### src/rtl/cpu_pkg.sv
// cpu_pkg: shared definitions for the EX-stage divider.
//   WORD_W      architectural word width
//   DIV0_QUO    quotient reported for a divide by zero (all ones)
//   div_state_e divider sequencer states
package cpu_pkg;

  localparam int unsigned WORD_W = 32;

  localparam logic [WORD_W-1:0] DIV0_QUO = '1;

  typedef enum logic [1:0] {
    DIV_IDLE = 2'd0,
    DIV_CALC = 2'd1,
    DIV_FIX  = 2'd2,
    DIV_DONE = 2'd3
  } div_state_e;

endpackage : cpu_pkg

### src/rtl/div_sign_fix.sv
// div_sign_fix: combinational conditional two's-complement negate.
// Used to take operand magnitudes and to restore result signs.
//   value   in   WIDTH  operand
//   negate  in   1      1 = return -value, 0 = pass through
//   result  out  WIDTH  value or its two's complement
module div_sign_fix #(
  parameter int unsigned WIDTH = 32
) (
  input  logic [WIDTH-1:0] value,
  input  logic             negate,
  output logic [WIDTH-1:0] result
);

  always_comb begin
    result = value;
    if (negate) begin
      result = (~value) + WIDTH'(1);
    end
  end

endmodule : div_sign_fix

### src/rtl/ex_divider.sv
// ex_divider: multi-cycle restoring radix-2 divider for MIPS DIV/DIVU in EX.
// One quotient bit per cycle; a 100/7 started in cycle 0 reports in cycle
// WIDTH+2. Divide by zero reports in cycle 1.
//
// Ports:
//   clk, rst     clock, synchronous active-high reset
//   start        DIV/DIVU present in EX (sampled only in IDLE)
//   is_signed    1 = DIV, 0 = DIVU
//   dividend     rs value
//   divisor      rt value
//   flush        abandon the operation in flight
//   stall_req    hold PC, IF/ID and ID/EX (combinational)
//   busy         operation in flight (any non-IDLE state)
//   done         one-cycle result-valid pulse
//   quotient     to LO
//   remainder    to HI
//   div_by_zero  divisor was zero; valid with done
//
// Optional build macro EX_DIV_HILO_EN: adds the architectural HI/LO
// registers (hilo_we, hi_wdata, lo_wdata in; hi_out, lo_out out). The
// divider result written on done takes priority over hilo_we.
module ex_divider
  import cpu_pkg::*;
#(
  parameter int unsigned WIDTH = WORD_W,
  parameter int unsigned CNT_W = 6
) (
  input  logic             clk,
  input  logic             rst,
  input  logic             start,
  input  logic             is_signed,
  input  logic [WIDTH-1:0] dividend,
  input  logic [WIDTH-1:0] divisor,
  input  logic             flush,
`ifdef EX_DIV_HILO_EN
  input  logic             hilo_we,
  input  logic [WIDTH-1:0] hi_wdata,
  input  logic [WIDTH-1:0] lo_wdata,
  output logic [WIDTH-1:0] hi_out,
  output logic [WIDTH-1:0] lo_out,
`endif
  output logic             stall_req,
  output logic             busy,
  output logic             done,
  output logic [WIDTH-1:0] quotient,
  output logic [WIDTH-1:0] remainder,
  output logic             div_by_zero
);

  localparam logic [CNT_W-1:0] LAST_ITER = CNT_W'(WIDTH - 1);

  div_state_e state, state_next;

  logic [CNT_W-1:0] cnt;
  logic [WIDTH-1:0] dvs;      // divisor magnitude
  logic [WIDTH-1:0] rem;      // partial remainder
  logic [WIDTH-1:0] quo;      // dividend bits shifting out, quotient bits in
  logic             q_neg;
  logic             r_neg;

  logic [WIDTH-1:0] q_reg;
  logic [WIDTH-1:0] r_reg;
  logic             dbz_reg;

  logic             accept;
  logic             divisor_zero;
  logic             dividend_neg;
  logic             divisor_neg;

  logic [WIDTH-1:0] dividend_mag;
  logic [WIDTH-1:0] shared_in;
  logic             shared_neg;
  logic [WIDTH-1:0] shared_res;
  logic [WIDTH-1:0] rem_fixed;

  logic [WIDTH:0]   shifted;
  logic [WIDTH:0]   trial;
  logic             borrow;

  assign accept       = (state == DIV_IDLE) && start && !flush;
  assign divisor_zero = (divisor == '0);
  assign dividend_neg = is_signed && dividend[WIDTH-1];
  assign divisor_neg  = is_signed && divisor[WIDTH-1];

  // Sign handling: the divisor-magnitude negator is idle outside IDLE, so it
  // is reused in FIX to restore the quotient sign.
  assign shared_in  = (state == DIV_FIX) ? quo   : divisor;
  assign shared_neg = (state == DIV_FIX) ? q_neg : divisor_neg;

  div_sign_fix #(.WIDTH(WIDTH)) u_fix_dividend (
    .value  (dividend),
    .negate (dividend_neg),
    .result (dividend_mag)
  );

  div_sign_fix #(.WIDTH(WIDTH)) u_fix_shared (
    .value  (shared_in),
    .negate (shared_neg),
    .result (shared_res)
  );

  div_sign_fix #(.WIDTH(WIDTH)) u_fix_rem (
    .value  (rem),
    .negate (r_neg),
    .result (rem_fixed)
  );

  // Trial subtraction. rem < dvs, so the shifted remainder fits in WIDTH+1
  // bits and the top bit of the difference is exactly the borrow.
  always_comb begin
    shifted = {rem, quo[WIDTH-1]};
    trial   = shifted - {1'b0, dvs};
    borrow  = trial[WIDTH];
  end

  always_ff @(posedge clk) begin
    if (rst) begin
      state <= DIV_IDLE;
    end else begin
      state <= state_next;
    end
  end

  always_comb begin
    state_next = state;
    stall_req  = 1'b0;
    busy       = 1'b1;
    done       = 1'b0;
    case (state)
      DIV_IDLE: begin
        busy = 1'b0;
        if (accept) begin
          stall_req  = 1'b1;
          state_next = divisor_zero ? DIV_DONE : DIV_CALC;
        end
      end
      DIV_CALC: begin
        stall_req = 1'b1;
        if (flush) begin
          state_next = DIV_IDLE;
        end else if (cnt == LAST_ITER) begin
          state_next = DIV_FIX;
        end
      end
      DIV_FIX: begin
        stall_req  = 1'b1;
        state_next = flush ? DIV_IDLE : DIV_DONE;
      end
      DIV_DONE: begin
        // start is ignored here: the same instruction is still in EX.
        done       = !flush;
        state_next = DIV_IDLE;
      end
      default: begin
        state_next = DIV_IDLE;
      end
    endcase
  end

  always_ff @(posedge clk) begin
    if (rst) begin
      cnt     <= '0;
      dvs     <= '0;
      rem     <= '0;
      quo     <= '0;
      q_neg   <= 1'b0;
      r_neg   <= 1'b0;
      q_reg   <= '0;
      r_reg   <= '0;
      dbz_reg <= 1'b0;
    end else begin
      case (state)
        DIV_IDLE: begin
          if (accept) begin
            if (divisor_zero) begin
              q_reg   <= WIDTH'(DIV0_QUO);
              r_reg   <= dividend;
              dbz_reg <= 1'b1;
            end else begin
              cnt   <= '0;
              rem   <= '0;
              quo   <= dividend_mag;
              dvs   <= shared_res;
              q_neg <= dividend_neg ^ divisor_neg;
              r_neg <= dividend_neg;
            end
          end
        end
        DIV_CALC: begin
          if (!flush) begin
            rem <= borrow ? shifted[WIDTH-1:0] : trial[WIDTH-1:0];
            quo <= {quo[WIDTH-2:0], ~borrow};
            cnt <= cnt + CNT_W'(1);
          end
        end
        DIV_FIX: begin
          if (!flush) begin
            q_reg   <= shared_res;
            r_reg   <= rem_fixed;
            dbz_reg <= 1'b0;
          end
        end
        default: begin
        end
      endcase
    end
  end

  assign quotient    = q_reg;
  assign remainder   = r_reg;
  assign div_by_zero = dbz_reg;

`ifdef EX_DIV_HILO_EN
  logic [WIDTH-1:0] hi_reg;
  logic [WIDTH-1:0] lo_reg;

  always_ff @(posedge clk) begin
    if (rst) begin
      hi_reg <= '0;
      lo_reg <= '0;
    end else if (done) begin
      hi_reg <= r_reg;
      lo_reg <= q_reg;
    end else if (hilo_we) begin
      hi_reg <= hi_wdata;
      lo_reg <= lo_wdata;
    end
  end

  assign hi_out = hi_reg;
  assign lo_out = lo_reg;
`endif

endmodule : ex_divider
### config.mk
export PLATFORM = sky130hd
export DESIGN_NAME = ex_divider
export DESIGN_NICKNAME = d
export VERILOG_FILES = /design/src/rtl/cpu_pkg.sv /design/src/rtl/div_sign_fix.sv /design/src/rtl/ex_divider.sv
export SDC_FILE = /design/constraint.sdc
export NUM_CORES = 1
export LEC_CHECK = 0
export BUFFER_PORTS_ARGS = -buffer_cell sky130_fd_sc_hd__buf_2
export CORE_UTILIZATION = 59
export DETAILED_ROUTE_END_ITERATION = 10
export PLACE_DENSITY = 0.81
export SLEW_MARGIN = 20
export SYNTH_ARGS = -nofsm -noshare
export SYNTH_HDL_FRONTEND = slang
export SYNTH_SLANG_ARGS = --single-unit
### constraint.sdc
create_clock -name clk -period 5.44 [get_ports clk]
set_input_delay 0.544 -clock clk [delete_from_list [all_inputs] [get_ports clk]]
set_output_delay 0.544 -clock clk [all_outputs]
set_load 0.05 [all_outputs]
; ---- Word level (Yosys, flattened, before mapping)
; Cells that the tools add are included.
; W data, S select, Z words.
[totals]
inputBits = 69
register_bits = 171
[classes]
bitwise = 6
n_addsub = 5
n_reduce_logical = 14
muxes = 40
n_eq_ne = 10
[op_table]
columns = operator, n
row1 = $mux W32, 17
row2 = $pmux W32 S2, 4
row3 = $add A32 B1 Y32 const B, 3
row4 = $not A32 Y32, 3
row5 = $sub A33 B32 Y33, 1
row6 = $logic_not A32 Y1, 1
row7 = $mux W6, 3
row8 = $pmux W6 S2, 1
row9 = $mux W2, 5
row10 = $ne A2 B2 Y1 const B, 5
row11 = $pmux W2 S4, 1
row12 = $reduce_and A4 Y1, 2
row13 = $mux W1, 7
row14 = $add A6 B1 Y6 const B, 1
row15 = $eq A6 B5 Y1 const B, 1
row16 = $eq A2 B2 Y1 const B, 2
row17 = $logic_and A1 B1 Y1, 4
row18 = $pmux W1 S2, 2
row19 = $reduce_bool A2 Y1, 2
row20 = $ne A3 B3 Y1 const B, 1
row21 = $reduce_and A3 Y1, 1
row22 = $eq A2 B1 Y1 const B, 1
row23 = $logic_not A2 Y1, 1
row24 = $not A1 Y1, 2
row25 = 4 further kinds, 4

; ---- Depth between registers and ports, before layout
; Gate-level depths: netlist (run 1).
[depth]
depth_word = 7
ltp_mapped = 18
depth_no_buf = 12

; ---- Hierarchy
; A second synthesis (run 1) with hierarchy kept.
[unflattened]
hier_cells = 1491
hier_area_um2 = 11981.5
[modules_own_cells]
columns = mod, cells_per_inst, area_each_um2, n_inst
row1 = ex_divider, 1194, 9650.5, 1
row2 = div_sign_fix, 99, 777.0, 3

; ---- Worst setup path before layout (run 1)
; Ideal clock, no wire load.
[synth_timing]
path_kind = flip-flop to flip-flop
startpoint = register state[0]
endpoint = register q_reg[30], in the netlist quotient[30]
n_path_buf = 6
synth_period_minus_slack_ps = 3987
t_arrival_ps = 3860
slack_ps = 1453
path_stages_with_launch = 19
path_cell_list = dfxtp_1 > inv_1 > ha_1 > buf_6 > clkbuf_1 > buf_2 > buf_2 > buf_2 > clkbuf_1 > mux2i_1 > ha_1 > o21ai_0 > nor2_1 > a41oi_1 > nor2_1 > xnor2_1 > nor2_1 > a211oi_1 > nor2_1
[synth_between]
elab_chain_cells = 7
elab_cells_between_ends = 16
classes_between = add/sub (1) / eq/ne (4) / mux (5) / bitwise (1) / reduce/logical (5)
[synth_rtl]
columns = element, line
row1 = from (decl), ex_divider.sv:52  ; div_state_e state, state_next;
row2 = from (signal assigned), ex_divider.sv:120  ; state <= state_next;
row3 = $eq A2 B2 Y1, "ex_divider.sv:87, ex_divider.sv:88, ex_divider.sv:172"
row4 = $mux W32, ex_divider.sv:87  ; assign shared_in = (state == DIV_FIX) ? quo : divisor;
row5 = $not A32 Y32, div_sign_fix.sv:17  ; result = (~value) + WIDTH'(1);
row6 = $add A32 B1 Y32, div_sign_fix.sv:17
row7 = $mux W32, div_sign_fix.sv:16  ; if (negate) begin
row8 = $mux W32, ex_divider.sv:197  ; if (!flush) begin
row9 = $pmux W32 S2, ex_divider.sv:172  ; case (state)
row10 = to (signal assigned), ex_divider.sv:176  ; q_reg <= WIDTH'(DIV0_QUO);
row11 = to (signal assigned), ex_divider.sv:198  ; q_reg <= shared_res;
row12 = to (decl), ex_divider.sv:61  ; logic [WIDTH-1:0] q_reg;
; Parallel ways exist; a longest one is shown, timed or not. The select of a mux whose other input is x is not followed.
; A chain may end at the register's enable or synchronous reset.

; ---- Worst setup path in the final report (run 1)
[layout_timing]
startpoint = register state[0]
endpoint = register dvs[31]
[layout_between]
elab_chain_cells = 5
elab_cells_between_ends = 10
classes_between = add/sub (1) / eq/ne (1) / mux (3) / bitwise (1) / reduce/logical (4)
[layout_rtl]
columns = element, line
row1 = $eq A2 B2 Y1, "ex_divider.sv:87, ex_divider.sv:88"
row2 = $mux W32, ex_divider.sv:87
row3 = $not A32 Y32, div_sign_fix.sv:17
row4 = $add A32 B1 Y32, div_sign_fix.sv:17
row5 = $mux W32, div_sign_fix.sv:16
row6 = to (signal assigned), ex_divider.sv:183  ; dvs <= shared_res;
row7 = to (decl), ex_divider.sv:55  ; logic [WIDTH-1:0] dvs;
; Parallel ways exist; a longest one is shown, timed or not.

==> results.toml, run 1 <==
[run_status]
status = "finished, violations left"
violations = "design-rule violations"

[worst_hold_path]
hold_class = "in2reg"
whs_endpoint = "q_neg$_SDFFE_PP0P_"
worstHoldPathCells = 3
hp-start = "is_signed"

[logic_synthesis]
yosys.area.top_type_share_pct = 30.8
netlist_instances = 1454
syn_avg_cell_area_sq_um = 7.64
yosysMostFrequentCell = "nand2_1"
netlist_top_cells_area = "dfxtp_1 (31%), nand2_1 (7.3%), a21oi_1 (6.8%)"
synth-edff-count = 0
synth_commonest_cells = "nand2_1 (217), dfxtp_1 (171), a21oi_1 (152), nor2_1 (136), o21ai_0 (80)"
yosysWarnings = 0
synth.cell_area_sq_um = 11100
syn_nets = 1566
yosys.area.top_type = "dfxtp_1"
synth_ff_type = "dfxtp_1"
synth_cell_type_count = 71
synthArstFlopShare_pct = 0
ys_seq_elements = 171
synth_seq_area_share_pct = 30.8

[sta]
tightest_slew_ns = 1.02
period_needed_ns = 4.06
hold_viol_final = 0
max_freq_mhz = 246
slew_violations = 0
rsz0062_at_grt = "no"
fin_tns_setup_ns = 0
slew-limit-headroom_pct = 31.8
finalHoldWorstSlack_ns = 0.410
finalSetupViolCount = 0
finalCritPeriodShare_pct = 74.7
fin_skew_ns = 0.0139
finalWorstSetupSlack_ns = 1.38

[pwr]
leakagePower_nw = 4.86
ir_drop_mv = 0.260
power.density_nw_per_um2 = 428

[clock_tree]
cts_tree = "yes"
cts_sinks = 171
clockRootBuffer = "clkbuf_16"
cts_setup_buffers = 0
hold_buffers = 0
h-tree-depth = 4
clockBufferDepth = 2
cts_resized = 0
cts_buffers = 17
insertion_delay_ns = 0.44
clk_pin_slew_worst_paths_ns = 0.07

[finish]
final_cells = 1787
fin_nets = 1655
drive_above_1_share_pct = 14.2
fin_util_pct = 68.8
area_delta_synth_final_pct = 12.8

[setup_path]
reg2reg_to = "dvs[31]$_SDFFE_PP0P_"
ff2ff_setup_slack_ns = 1.38
critical_path.endpoint_type = "register"
startpoint_type = "register"
slowest_delay_ns = 0.86
crit_fanout = 49
rr_worst_depth = 11
worst_path_max_delay_cell = "ha_2"
crit_type = "reg2reg"
cp.required_ns = 5.80
cp.arrival_ns = 4.42
r2r_start = "state[0]$_SDFFE_PP0P_"
crit_chain = "inv_1 > ha_2 > or3b_1 > a222oi_1 > nand4b_1 > or3_1 > or3_4 > o21ai_2 > xor2_1 > nand2_1 > a21oi_2"

[routing]
first_pass_iters = 9
vias = 10900
vias_per_cell = 6.11
drc = 15
drtIter0Drc = 902
wl_per_cell_um = 18.6
totalWireLength_mm = 33.2
drtAntennaViolNets = 0

[place]
gp_congestion = 0.935
io_buffers = 136
dp.cells = 1752
dp_hpwl_mm = 24.2
pre_cts_slack_ns = 1.46

[floorplanning]
dieArea_sq_um = 19400
io_pins = 137
coreArea_sq_um = 18200
initial_core_util_pct = 61.0
rows = 49
die_h_um = 139
die_width_um = 139

[global_routing]
gr-usage-all-layers_pct = 34.0
grt_pass1_vias = 9986
globalRouteOverflowTotal = 0
grt_max_degree = 82
grt_pass1_wl_mm = 52.5
grt_antenna_before_repair = 2

[run]
drv_cap = 0
[worst max path at each step]
stage	start	to	depth (start not counted)
final	state[0]$_SDFFE_PP0P_	dvs[31]$_SDFFE_PP0P_	11
after global routing	state[0]$_SDFFE_PP0P_	dvs[31]$_SDFFE_PP0P_	11
after detailed placement	rem[24]$_SDFFE_PP0P_	rem[5]$_SDFFE_PP0P_	11
after floorplan	state[0]$_SDFFE_PP0P_	quotient[30]$_SDFFE_PP0P_	18
after global placement	state[0]$_SDFFE_PP0P_	dvs[31]$_SDFFE_PP0P_	11
after CTS	rem[24]$_SDFFE_PP0P_	rem[7]$_SDFFE_PP0P_	11
[stage by stage]
| stage | total power [mW] | cell area, sq um |
|---|---|---|
| 3_5_place_dp | 4.00 | 11900 |
| 4_1_cts | 5.33 | 12500 |
| 3_3_place_gp | 3.98 | 11900 |
| 2_1_floorplan | 3.47 | 11100 |
| 5_1_grt | 5.66 | 12500 |
| 6_report | 5.37 | 12500 |
[sequential cells by signal, indices dropped and copies added (netlist names)]
name         flops
cnt              6
r_neg            1
dvs             32
q_neg            1
rem             32
quotient        32
state            2
div_by_zero      1
remainder       32
quo             32
[layout make-up]
type	instances	area, sq um
antenna	2	5.00
clock buffer	19	453
clock inverter	13	181
fill	1558	5680
inverter	51	191
multi-input combinational	1149	7180
sequential	171	3420
tap	229	287
timing repair buffer	153	815
[cell usage in the layout (no fill, tap or decap), types with 18 or more instances in the layout]
master    netlist  layout
a211oi_1       34      34
a21o_1         18      18
a21oi_1       152     151
a22oi_1        32      32
buf_2           6     135
dfxtp_1       171     171
ha_1           42      40
inv_1          51      51
mux2i_1        53      53
nand2_1       217     217
nor2_1        136     134
nor3_1         21      20
o21ai_0        80      79
o21ai_1        27      28
xnor2_1        77      77
xor2_1         48      48
[cells by family (layout without fill, tap and decap cells)]
kind of cell               count (synthesis)  after routing  share of synthesized area [%]
buffers and inverters                    134            236                           4.90
other                                      0              2                              0
muxes                                     62             62                           5.69
adders and majority gates                 43             43                           4.91
and+or+nand+nor                          493            493                           20.1
DFF                                      171            171                           30.8
AOI/OAI and AO/OA                        426            426                           23.7
xor gates and xnor gates                 125            125                           9.85
[routing by layer]
layer / wire length, um / up-vias / GRT usage [%]
met5: 0 / - / 0
met4: 752 / 0 / 12.5
met3: 2380 / 52 / 5.92
met2: 15000 / 430 / 53.5
met1: 15000 / 5129 / 46.7
li1: - / 5305 / -
[worst max-delay path, delay by kind of cell, from the launching register on]
family          cells  cell delay [ns]
buf+inv             1             0.12
flops               1             0.36
simple gates        5             1.56
xor+xnor            1             0.16
compound gates      3             0.90
fa+ha+maj           1             0.86
[where the power goes]
part / switching, mW / total [mW] / internal (mW)
clock: 0.561 / 1.32 / 0.762
sequential: 0.127 / 1.51 / 1.38
combinational: 1.58 / 2.54 / 0.956
total: 2.27 / 5.37 / 3.10
Power figures use the tool's default switching activity.
==> run 2: changes to the inputs <==
- clock period: 5.44 -> 3.9 ns (I/O delays scaled with it)
==> run 2 against run 1 <==
The run still ends with design-rule violations left. Wire length fell by 0.33%. Total power grew 37%. Sequential share of layout area hardly changed. Final area grew 0.18%. Sequential cell count unchanged. Clock skew shrank 0.0039 ns. Clock power grew 25%. Core utilization is 0.12 points higher. Critical endpoint is now rem[31]$_SDFFE_PP0P_. Largest cell class unchanged. Largest power group unchanged. Highest routed layer unchanged.
==> results.toml, run 2 (same netlist as run 1, synthesis figures left out) <==
[run_status]
status = "finished, violations left"
violations = "design-rule violations"

[finish]
drive_above_1_share_pct = 14.7
fin_area_sq_um = 12600
regArea_sq_um = 3420
final_common_cell = "nand2_1"
multiInputGateArea_sq_um = 7180
fin_nets = 1665
fin_util_pct = 68.9
nFillCells = 1569
final_cell_mix = "nand2_1 (217), dfxtp_1 (171), a21oi_1 (151), buf_2 (135), nor2_1 (134)"
area_delta_synth_final_pct = 13.0
final_cells = 1796

[clock_tree]
h-tree-depth = 4
cts_setup_buffers = 0
cts_resized = 0
hold_buffers = 0
cts_sinks = 171
insertion_delay_ns = 0.43
cts_buffers = 17
clk_pin_slew_worst_paths_ns = 0.07
clockBufferDepth = 2
clockRootBuffer = "clkbuf_16"
cts_tree = "yes"

[place]
gp_congestion = 0.946
pre_cts_slack_ns = 0.405
io_buffers = 136
dp.cells = 1763
dp_hpwl_mm = 24.2
place_area_sq_um = 12000

[routing]
vias = 10900
vias_per_cell = 6.07
totalWireLength_mm = 33.1
wl_per_cell_um = 18.4
first_pass_iters = 8
drtIter0Drc = 1005
drc = 14
drtAntennaViolNets = 0

[setup_path]
critical_path.endpoint_type = "register"
crit_fanout = 16
startpoint_type = "register"
cp.arrival_ns = 3.91
critical_path_buf_inv_count = 1
worst_path_max_delay_cell = "dfxtp_1"
crit_type = "reg2reg"
critical_path.top_delay_family = "compound AO/OA/AOI/OAI gates"
crit_top_cell = "a21o_1"
crit_chain = "ha_1 > a21o_1 > a21o_1 > a2111oi_0 > o41ai_1 > mux2_1 > a31o_1 > a211oi_4 > buf_4 > nand2_1 > o221ai_1"
slowest_delay_ns = 0.49
cp.required_ns = 4.25

[sta]
fin_skew_ns = 0.00999
max_freq_mhz = 281
finalWorstSetupSlack_ns = 0.342
finalHoldWorstSlack_ns = 0.276
tightest_slew_ns = 0.863
slew-limit-headroom_pct = 42.5
fin_tns_setup_ns = 0
hold_viol_final = 0
finalCritPeriodShare_pct = 91.2
period_needed_ns = 3.56
rsz0062_at_grt = "no"
slew_violations = 0
finalSetupViolCount = 0

[pwr]
total_power_mw = 7.33
ir_drop_mv = 0.379
leakagePower_nw = 4.88
power.density_nw_per_um2 = 584

[floorplanning]
dieArea_sq_um = 19400
die_h_um = 139
die_width_um = 139
rows = 49
initial_core_util_pct = 61.0
io_pins = 137
coreArea_sq_um = 18200

[global_routing]
grt_pass1_vias = 9767
gr-usage-all-layers_pct = 33.9
globalRouteOverflowTotal = 0
grt_max_degree = 81
grt_antenna_before_repair = 1
grt_pass1_wl_mm = 52.4

[worst_hold_path]
hold_class = "in2reg"

[run]
drv_cap = 0
## run 2: cell types whose count changed in the layout (fill, tap and decap cells not counted), moves of 2 or more
cell,change
buf_4,+9
clkinv_2,+3
inv_6,-3
buf_12,+2
bufinv_16,-2
clkinv_4,+2
clkinvlp_4,+2
inv_8,-2
## run 2: routing by layer
layer,routed length (um),GRT usage (%),vias up
met5,0,0,-
met4,478,7.72,0
met3,2460,4.89,39
met2,15000,53.6,441
met1,15100,48.6,5109
li1,-,-,5321
## run 2: final timing paths
check | startpoint | end | slack [ns] | depth (start not counted)
worst max-delay path | rem[24]$_SDFFE_PP0P_ | rem[31]$_SDFFE_PP0P_ | 0.34 | 11
worst min-delay path | is_signed | q_neg$_SDFFE_PP0P_ | 0.28 | 3
worst max register to register | rem[24]$_SDFFE_PP0P_ | rem[31]$_SDFFE_PP0P_ | 0.34 | 11
worst min register to register | dvs[5]$_SDFFE_PP0P_ | dvs[5]$_SDFFE_PP0P_ | 0.46 | 2
## run 2: area by class of cell
class                   count  area share, %
clock inverters            13          0.957
repair buffers            163           7.26
diodes                      1         0.0199
inverters                  51           1.52
flip-flops and latches    171           27.3
multi-input cells        1149           57.2
well taps                 229           2.28
clock buffers              19           3.53
## run 2: power breakdown
part	internal (mW)	leakage, nW	switching (mW)
registers	1.93	1.38	0.184
clock network	0.899	0.269	0.753
logic	1.38	3.22	2.20
total	4.20	4.88	3.13
## run 2: worst register-to-register path, delay by kind of cell, from the launching register on
kind,cells,cell delay [ns]
muxes,1,0.35
DFF,1,0.49
and+or+nand+nor,1,0.19
AOI/OAI and AO/OA,7,1.76
adders and majority gates,1,0.37
buffers and inverters,1,0.32
